`src/rtl/clk_step_ctrl_pkg.sv`:
```
// Shared constants for the core clock-enable controller: mode encoding,
// manual-code threshold and the decade divisor table.
package clk_step_pkg;

  localparam int unsigned DIV_W      = 27;
  localparam int unsigned MANUAL_MIN = 12;

  typedef enum logic [1:0] {
    MODE_IDLE = 2'd0,
    MODE_RUN  = 2'd1,
    MODE_STEP = 2'd2
  } mode_e;

  // Board-clock cycles per enable pulse for each rate code; manual codes
  // return 1 so the divider arithmetic stays well defined.
  function automatic logic [DIV_W-1:0] div_of(input int unsigned code);
    case (code)
      0:       div_of = 27'd100_000_000;
      1:       div_of = 27'd10_000_000;
      2:       div_of = 27'd1_000_000;
      3:       div_of = 27'd100_000;
      4:       div_of = 27'd10_000;
      5:       div_of = 27'd1_000;
      6:       div_of = 27'd100;
      7:       div_of = 27'd10;
      8:       div_of = 27'd5;
      9:       div_of = 27'd4;
      10:      div_of = 27'd2;
      default: div_of = 27'd1;
    endcase
  endfunction

endpackage

```
`src/rtl/clk_step_ctrl_btn_debounce.sv`:
```
// Push-button conditioner: 2-FF synchroniser, stability counter and a
// one-cycle pulse on the debounced rising edge.
module btn_debounce #(
  parameter int unsigned DB_CYCLES = 1000000
) (
  input  logic clk,
  input  logic reset,
  input  logic raw,
  output logic db,
  output logic rise
);

  localparam int unsigned CW = $clog2(DB_CYCLES + 1);

  logic [1:0]    sync;
  logic [CW-1:0] cnt;

  // Bring the asynchronous button into the clock domain.
  always_ff @(posedge clk or posedge reset) begin
    if (reset) sync <= '0;
    else       sync <= {sync[0], raw};
  end

  // Accept a new level only after it has differed from db for DB_CYCLES
  // consecutive samples; any bounce back to db restarts the count.
  always_ff @(posedge clk or posedge reset) begin
    if (reset) begin
      cnt  <= '0;
      db   <= 1'b0;
      rise <= 1'b0;
    end else begin
      rise <= 1'b0;
      if (sync[1] == db) begin
        cnt <= '0;
      end else if (cnt == CW'(DB_CYCLES - 1)) begin
        cnt  <= '0;
        db   <= sync[1];
        rise <= sync[1];
      end else begin
        cnt <= cnt + CW'(1);
      end
    end
  end

endmodule

```
`src/rtl/clk_step_ctrl.sv`:
```
// Core clock-enable generator: free-runs at a decade rate or issues single
// steps from the debounced button. Never touches the clock itself.
module clk_step_ctrl
  import clk_step_pkg::*;
#(
  parameter int unsigned CNT_W     = 32,
  parameter int unsigned DB_CYCLES = 1000000,
  parameter int unsigned SEL_W     = 4
) (
  input  logic             clk,
  input  logic             reset,
  input  logic [SEL_W-1:0] sel,
  input  logic             run,
  input  logic             step_btn,
  output logic             clk_en,
  output logic [CNT_W-1:0] tick_cnt,
  output logic             step_db,
  output logic [1:0]       mode
);

  mode_e            state, state_n;
  logic [DIV_W-1:0] cnt, cnt_n, cnt_adv, div_m1;
  logic [SEL_W-1:0] sel_q;
  logic             en_n, wrap, run_ok, sel_chg, step_rise;

  btn_debounce #(.DB_CYCLES(DB_CYCLES)) u_step_db (
    .clk  (clk),
    .reset(reset),
    .raw  (step_btn),
    .db   (step_db),
    .rise (step_rise)
  );

  assign run_ok  = run && (32'(sel) < MANUAL_MIN);
  assign sel_chg = (sel != sel_q);
  assign div_m1  = div_of(32'(sel)) - DIV_W'(1);
  // cnt holds the position of the *next* cycle, so the enable can be
  // registered and still line up with the terminal cycle.
  assign wrap    = (cnt == div_m1);
  assign cnt_adv = wrap ? '0 : cnt + DIV_W'(1);
  assign mode    = state;

  // Next-state, divider and enable decode; divider rests at 0 outside RUN.
  always_comb begin
    state_n = state;
    cnt_n   = '0;
    en_n    = 1'b0;
    case (state)
      MODE_IDLE: begin
        if (run_ok) begin
          state_n = MODE_RUN;
          en_n    = wrap;
          cnt_n   = cnt_adv;
        end else if (step_rise) begin
          state_n = MODE_STEP;
          en_n    = 1'b1;
        end
      end
      MODE_RUN: begin
        if (!run_ok) begin
          state_n = MODE_IDLE;
        end else if (!sel_chg) begin
          en_n  = wrap;
          cnt_n = cnt_adv;
        end
        // a rate change leaves cnt_n at 0: one silent clearing cycle
      end
      MODE_STEP: state_n = MODE_IDLE;
      default:   state_n = MODE_IDLE;
    endcase
  end

  // State, divider, registered enable and the issued-pulse counter.
  always_ff @(posedge clk or posedge reset) begin
    if (reset) begin
      state    <= MODE_IDLE;
      cnt      <= '0;
      clk_en   <= 1'b0;
      tick_cnt <= '0;
      sel_q    <= '0;
    end else begin
      state    <= state_n;
      cnt      <= cnt_n;
      clk_en   <= en_n;
      tick_cnt <= tick_cnt + CNT_W'(clk_en);
      sel_q    <= sel;
    end
  end

endmodule

```
`config.mk`:
```
export PLATFORM = sky130hd
export DESIGN_NAME = clk_step_ctrl
export DESIGN_NICKNAME = d
export VERILOG_FILES = /design/src/rtl/clk_step_ctrl_pkg.sv /design/src/rtl/clk_step_ctrl_btn_debounce.sv /design/src/rtl/clk_step_ctrl.sv
export SDC_FILE = /design/constraint.sdc
export NUM_CORES = 1
export LEC_CHECK = 0
export CAP_MARGIN = 30
export CELL_PAD_IN_SITES_DETAIL_PLACEMENT = 1
export CELL_PAD_IN_SITES_GLOBAL_PLACEMENT = 1
export CORE_MARGIN = 2
export CORE_UTILIZATION = 41
export CTS_BUF_LIST = sky130_fd_sc_hd__clkbuf_16
export DETAILED_ROUTE_END_ITERATION = 10
export PLACE_DENSITY = 0.74
export RECOVER_POWER = 50
export SETUP_SLACK_MARGIN = 0.5
export SLEW_MARGIN = 20
export SYNTH_ARGS = -nofsm -noshare
export SYNTH_HDL_FRONTEND = slang
export SYNTH_HIERARCHICAL = 1
export SYNTH_SLANG_ARGS = --single-unit
```
`constraint.sdc`:
```
create_clock -name clk -period 2.6 [get_ports clk]
set_input_delay 0.26 -clock clk [delete_from_list [all_inputs] [get_ports clk]]
set_output_delay 0.26 -clock clk [all_outputs]
set_load 0.005 [all_outputs]
```
==> results of run 1 <==
==> area by class of cell <==
cell class                      count  area share (%)
Clock buffer                        9            3.11
Inverter                           13           0.812
Timing Repair Buffer              135            16.4
Sequential cell                    90            31.1
Tap cell                          172            2.97
Clock inverter                      7            1.95
Multi-Input combinational cell    426            43.6
==> through the flow <==
step	total power, mW	util [%]
global route	3.60	56.9
floorplan	1.67	-
detailed placement	1.84	50.6
CTS	3.47	56.0
global placement	1.82	50.6
finish	3.47	56.9
==> power groups by stage <==
stage,clock [mW],sequential [mW],combinational (mW)
2_1_floorplan,0,1.45,0.227
5_1_grt,1.70,1.42,0.477
4_1_cts,1.62,1.42,0.423
6_report,1.60,1.42,0.439
3_3_place_gp,0,1.45,0.371
3_5_place_dp,0,1.45,0.386
==> synthesized netlist by cell type (5+ instances only) <==
cell type,n
inv_1,13
dfrtp_1,90
a21oi_1,22
nor2_2,21
xnor2_1,54
nor2_1,44
nand2b_1,6
o21ai_0,10
nor3_1,15
and3_1,18
or3_1,8
ha_1,12
nand3_1,32
o31ai_1,6
mux2i_1,5
nand2_1,45
clkbuf_1,8
nand4_1,12
xor2_1,40
==> per-layer routing <==
metal  vias to the layer above  GRT usage, %  routed length [µm]
li1                       2180             -                   -
met1                      2333          28.8                6850
met2                        87          42.0                8470
met3                        33          5.16                 608
met4                         0          8.18                 398
met5                         -             0                   0
==> state kept, by name, indices dropped and copies added, names as in the netlist <==
register,cells
tick_cnt,32
cnt,27
u_step_db/cnt,20
sel_q,4
mode,2
u_step_db/sync,2
clk_en,1
u_step_db/db,1
u_step_db/rise,1
==> logic make-up after synthesis <==
family	Yosys count	share of synthesized area [%]
xor+xnor	95	15.8
buf+inv	32	3.75
fa+ha+maj	12	2.79
mux	6	1.21
flops	90	41.9
simple gates	251	26.2
compound gates	62	8.34
==> repair_timing <==
action / CTS / global route
pin swaps: 20 / 16
setup endpoints to repair: 40 / 37
hold buffers: 0 / 0
resized for setup: 61 / 22
setup buffers: 16 / 4
gates cloned: 2 / 0
==> critical path: cells and delay by family <==
family	cells	cell delay, ps
fa+ha+maj	1	150
buf+inv	4	440
compound gates	4	700
simple gates	4	1490
==> path summary, 6_finish.rpt <==
path                                        startpoint                           to  slack [ps]
min in group clk                                sel[1]           sel_q[1]$_DFF_PP0_         200
max in group asynchronous                        reset        tick_cnt[0]$_DFF_PP0_        1540
max reg2reg                          cnt[21]$_DFF_PP0_            cnt[26]$_DFF_PP0_         130
min reg2reg                u_step_db/sync[0]$_DFF_PP0_  u_step_db/sync[1]$_DFF_PP0_         360
min                                              reset     u_step_db/rise$_DFF_PP0_         200
max                                             sel[0]            cnt[26]$_DFF_PP0_        -210
==> metrics.txt, run 1 <==
Distinct cells, synth=between 60 and 70; register area share after synthesis=41.9%; status=complete, but fails checks; failing checks=setup timing; # IOs=44; Most common cell on crit path=or4_4; Yosys top cell area share=a little over two fifths; RSZ-0062 raised after global routing=true; via count=4633; CTS tree=yes; syn_area_per_cell=9.80 µm²; Pre-antenna DRT Iters=4; HP Class=primary input to asynchronous set/reset pin; CTS Sinks=90; ant diodes=0; Clock Skew=7.59 ps; Site Rows=41; Slew @ Worst Pin=775 ps; layout cells sized above 1=29.7%; vias per cell=5.44; Yosys warnings=6; GRT Overall Usage=23.8%; Clk pwr share=a little under half; drc violations=0; Congestion Overflow GR=0; Non-Filler Instances=852; RD Place Congestion=0.911; pin count of the biggest net entering global routing=37; combinational cell fraction of total power=12.7%; kind of critical path=primary input to flop; Port Buf Inserts=43; most frequent cells in the layout=dfrtp_1, buf_4, xnor2_1, nand2_1, xor2_1; first-pass GRT wire length=26600 µm; number of global-route vias before repair=5041; Fill cells=between 1000 and 1500; Synth area leader=dfrtp_1; Detailed Route Iter0 Violations=233; cells along the critical path=buf_8 > inv_8 > ha_4 > or4_4 > or4_4 > a21o_1 > or4_4 > a2bb2oi_2 > o2111ai_2 > o31ai_4 > buf_6 > buf_8 > nor2_2; part of the power in registers=41.1%; Worst-path clk slew=60 ps; CTS Buf Count=9; CP required=between 2000 and 3000 ps; fmax=356 MHz; placed cell count=between 800 and 900; commonest non-fill, non-tap cell in the layout=dfrtp_1; worst-path cell with the longest stage delay=or4_4; Routed Antenna Nets=0; crit path max fanout=6; Wirelength per Cell=between 15 and 20 µm; Post-synth EDFFs=0; crit-path max cell delay=530 ps; PnR worst setup slack=-210 ps; Hold WS=197 ps; final instance area=just over 7000 µm²; clock buffer depth=2; max-cap violation count=0; pwr dens=479 nW/µm²; nets@finish=just under 700; Fin Setup TNS=-5060 ps; Mapped Area=between 5000 and 6000 µm²; WP data arrival=3030 ps; die area=14000 µm²; Layout area overhead=34.7%; Int Pwr=2.66 mW; core area=12700 µm²; Clk Latency, worst-skew pair=350 ps; initial antenna violation count=0; Initial Util=42.2%; Final Max Tran Viols=0; Die H=118 µm; Post-Place Setup Slack=-1270 ps; setup violators final=28; static leakage power=3.10 nW; Clock Tree Root=clkbuf_16; die span in x=about 120 µm; Worst R2R Path Depth=9; crit start category=primary input; Psw=0.810 mW; crit path time final=2810 ps; register area=2250 µm²; Detailed Place HPWL=11100 µm; Synth Flop Type=dfrtp_1; Synth Register Bits=90; H-tree Lvls=3; cell count after synthesis=between 500 and 600; Detailed Route WL=16300 µm; syn nets=about 570; sw frac=between 20% and 30%; CP Capture Type=flop; Rel. slew slack=48.3%; Placed Area=roughly 6400 µm²; Post-synth ARST share=100%; Final Hold Viols=0; top cells by area, synth=dfrtp_1, xnor2_1, xor2_1, nand2_1, nor2_1; period utilization=108%; worst vdd ir=0.515 mV; multi-input logic area=3160 µm²
No activity file was read; power rests on OpenSTA's default activity.
==> run 2, diff against run 1 <==
--- a/config.mk
+++ b/config.mk
@@ -12,7 +12,7 @@
 export CORE_UTILIZATION = 41
 export CTS_BUF_LIST = sky130_fd_sc_hd__clkbuf_16
 export DETAILED_ROUTE_END_ITERATION = 10
-export PLACE_DENSITY = 0.74
+export PLACE_DENSITY = 0.73
 export RECOVER_POWER = 50
 export SETUP_SLACK_MARGIN = 0.5
 export SLEW_MARGIN = 20
==> run 2 against run 1 <==
Against the previous run: the run still ends with setup timing left; first-iteration DRC count fell by 11%; flip-flop and latch count unchanged; global-route usage decreased by 1.5 points; die area unchanged; critical endpoint is now cnt[16]$_DFF_PP0_; largest cell class unchanged; highest routed layer unchanged.
==> metrics.txt, run 2 (synthesis gave the netlist of run 1 again) <==
status=complete, but fails checks; failing checks=setup timing; part of the power in registers=45.3%; Worst R2R Path Depth=10; period utilization=113%; Int Pwr=roughly 2.3 mW; RD Place Congestion=about 0.9; Rel. slew slack=between 15 and 20%; H-tree Lvls=3; ant diodes=0; via count=4532; Clk pwr share=between 40% and 50%; Fill cells=1429; Die H=118 µm; crit path max fanout=4; CTS tree=yes; setup violators final=28; kind of critical path=primary input to flop; layout cells sized above 1=approximately a quarter; register area=between 2000 and 2500 µm²; Final Hold Viols=0; CP required=around 2800 ps; most frequent cells in the layout=dfrtp_1, buf_4, xnor2_1, nand2_1, nor2_1; clock buffer depth=2; pwr dens=approximately 440 nW/µm²; Detailed Route WL=15700 µm; Port Buf Inserts=43; max reg flops=32; HP Class=primary input to flop; CTS Buf Count=9; Final Max Tran Viols=0; nets@finish=684; die span in x=118 µm; Clock Tree Root=clkbuf_16; Detailed Route Iter0 Violations=207; Routed Antenna Nets=0; Clock Skew=around 9.4 ps; sw frac=25.4%; core area=between 10000 and 15000 µm²; Top reg by flops=tick_cnt; multi-input logic area=about 3200 µm²; CP Capture Type=flop; Psw=roughly 0.8 mW; worst vdd ir=0.264 mV; # IOs=44; Congestion Overflow GR=0; vias per cell=5.39; first-pass GRT wire length=25100 µm; initial antenna violation count=0; GRT Overall Usage=22.3%; PnR worst setup slack=-348 ps; combinational cell fraction of total power=between 10% and 20%; die area=14000 µm²; hold-fix buffers at CTS=0; Worst-path clk slew=60 ps; pin count of the biggest net entering global routing=36; Slew @ Worst Pin=between 1000 and 1500 ps; WP data arrival=3180 ps; max-cap violation count=0; Layout area overhead=31.7%; RSZ-0062 raised after global routing=true; CTS Sinks=90; crit start category=primary input; commonest non-fill, non-tap cell in the layout=dfrtp_1; Clk Latency, worst-skew pair=between 300 and 400 ps; drc violations=0; number of global-route vias before repair=4937; Total Power=3.14 mW; Initial Util=42.2%; fmax=between 300 and 400 MHz; Fin Setup TNS=-9040 ps; Wirelength per Cell=18.7 µm; crit path time final=roughly 2900 ps; Site Rows=41; Pre-antenna DRT Iters=4; hold depth=2; Detailed Place HPWL=10600 µm; Hold WS=around 280 ps; largest registers=tick_cnt: 32 flops, cnt: 27 flops, u_step_db/cnt: 20 flops; static leakage power=3.04 nW
## run 2: cell types whose count changed in the layout (fill, tap and decap cells not counted), sizes merged
| cell | delta |
|---|---|
| dlygate4sd2 | +1 |
| bufinv | -3 |
| dlygate4sd3 | +2 |
| clkinv | +2 |
| clkdlybuf4s50 | -2 |
| inv | +1 |
| buf | -14 |
| clkbuf | +2 |
## run 2: final timing paths
check	endpoint	slack, ps	start
max	cnt[16]$_DFF_PP0_	-350	sel[0]
min	sel_q[1]$_DFF_PP0_	280	sel[1]
max reg2reg	cnt[16]$_DFF_PP0_	-40	cnt[17]$_DFF_PP0_
min reg2reg	u_step_db/sync[1]$_DFF_PP0_	360	u_step_db/sync[0]$_DFF_PP0_
max in group asynchronous	tick_cnt[7]$_DFF_PP0_	350	reset
min in group asynchronous	u_step_db/sync[1]$_DFF_PP0_	290	reset
## run 2: power by group through the flow
stage	registers, mW	logic [mW]	clock network (mW)
floorplan	1.45	0.227	0
detailed placement	1.45	0.373	0
finish	1.42	0.412	1.31
global route	1.43	0.450	1.40
CTS	1.42	0.399	1.33
global placement	1.45	0.363	0
## run 2: metal layers
layer  vias to the layer above  wire length, µm  track usage [%]
met5                         -                0                0
met4                         0              335             5.36
met3                        27              482             4.30
met2                        68             8080             39.3
met1                      2295             6810             28.2
li1                       2142                -                -
## run 2: stage by stage
stage | util (%) | instance area, µm² | instances | setup slack, ps
6_report | 55.6 | 7080 | 841 | -348
5_1_grt | 55.6 | 7080 | 841 | -477
4_1_cts | 54.2 | 6900 | 829 | -276
3_5_place_dp | 50.3 | 6400 | 806 | -1190
3_3_place_gp | 50.3 | 6400 | 806 | -1090
2_1_floorplan | - | 5450 | 548 | -628
## run 2: what timing repair did
item / 4_1_cts / 5_1_grt
endpoints found under the setup margin: 37 / 48
gates resized for setup: 46 / 22
pin swaps: 10 / 20
gates cloned: 1 / 1
setup buffers: 6 / 10
## run 2: critical path, stage by stage
cell and delay [ps]:
buf_8 90, inv_8 40, ha_4 140, or4_4 520
or4_4 430, a21o_1 190, or4_4 480, a2bb2oi_2 140
o2111ai_2 190, o31ai_4 320, buf_6 170, clkbuf_16 160
nor2_4 30
## run 2: final cells by class
| cell class | count | share of cell area [%] |
|---|---|---|
| clock buffers | 9 | 3.18 |
| clock inverters | 7 | 0.973 |
| inverters | 13 | 0.796 |
| multi-input cells | 426 | 44.5 |
| flip-flops and latches | 90 | 31.8 |
| well taps | 172 | 3.04 |
| repair buffers | 124 | 15.6 |
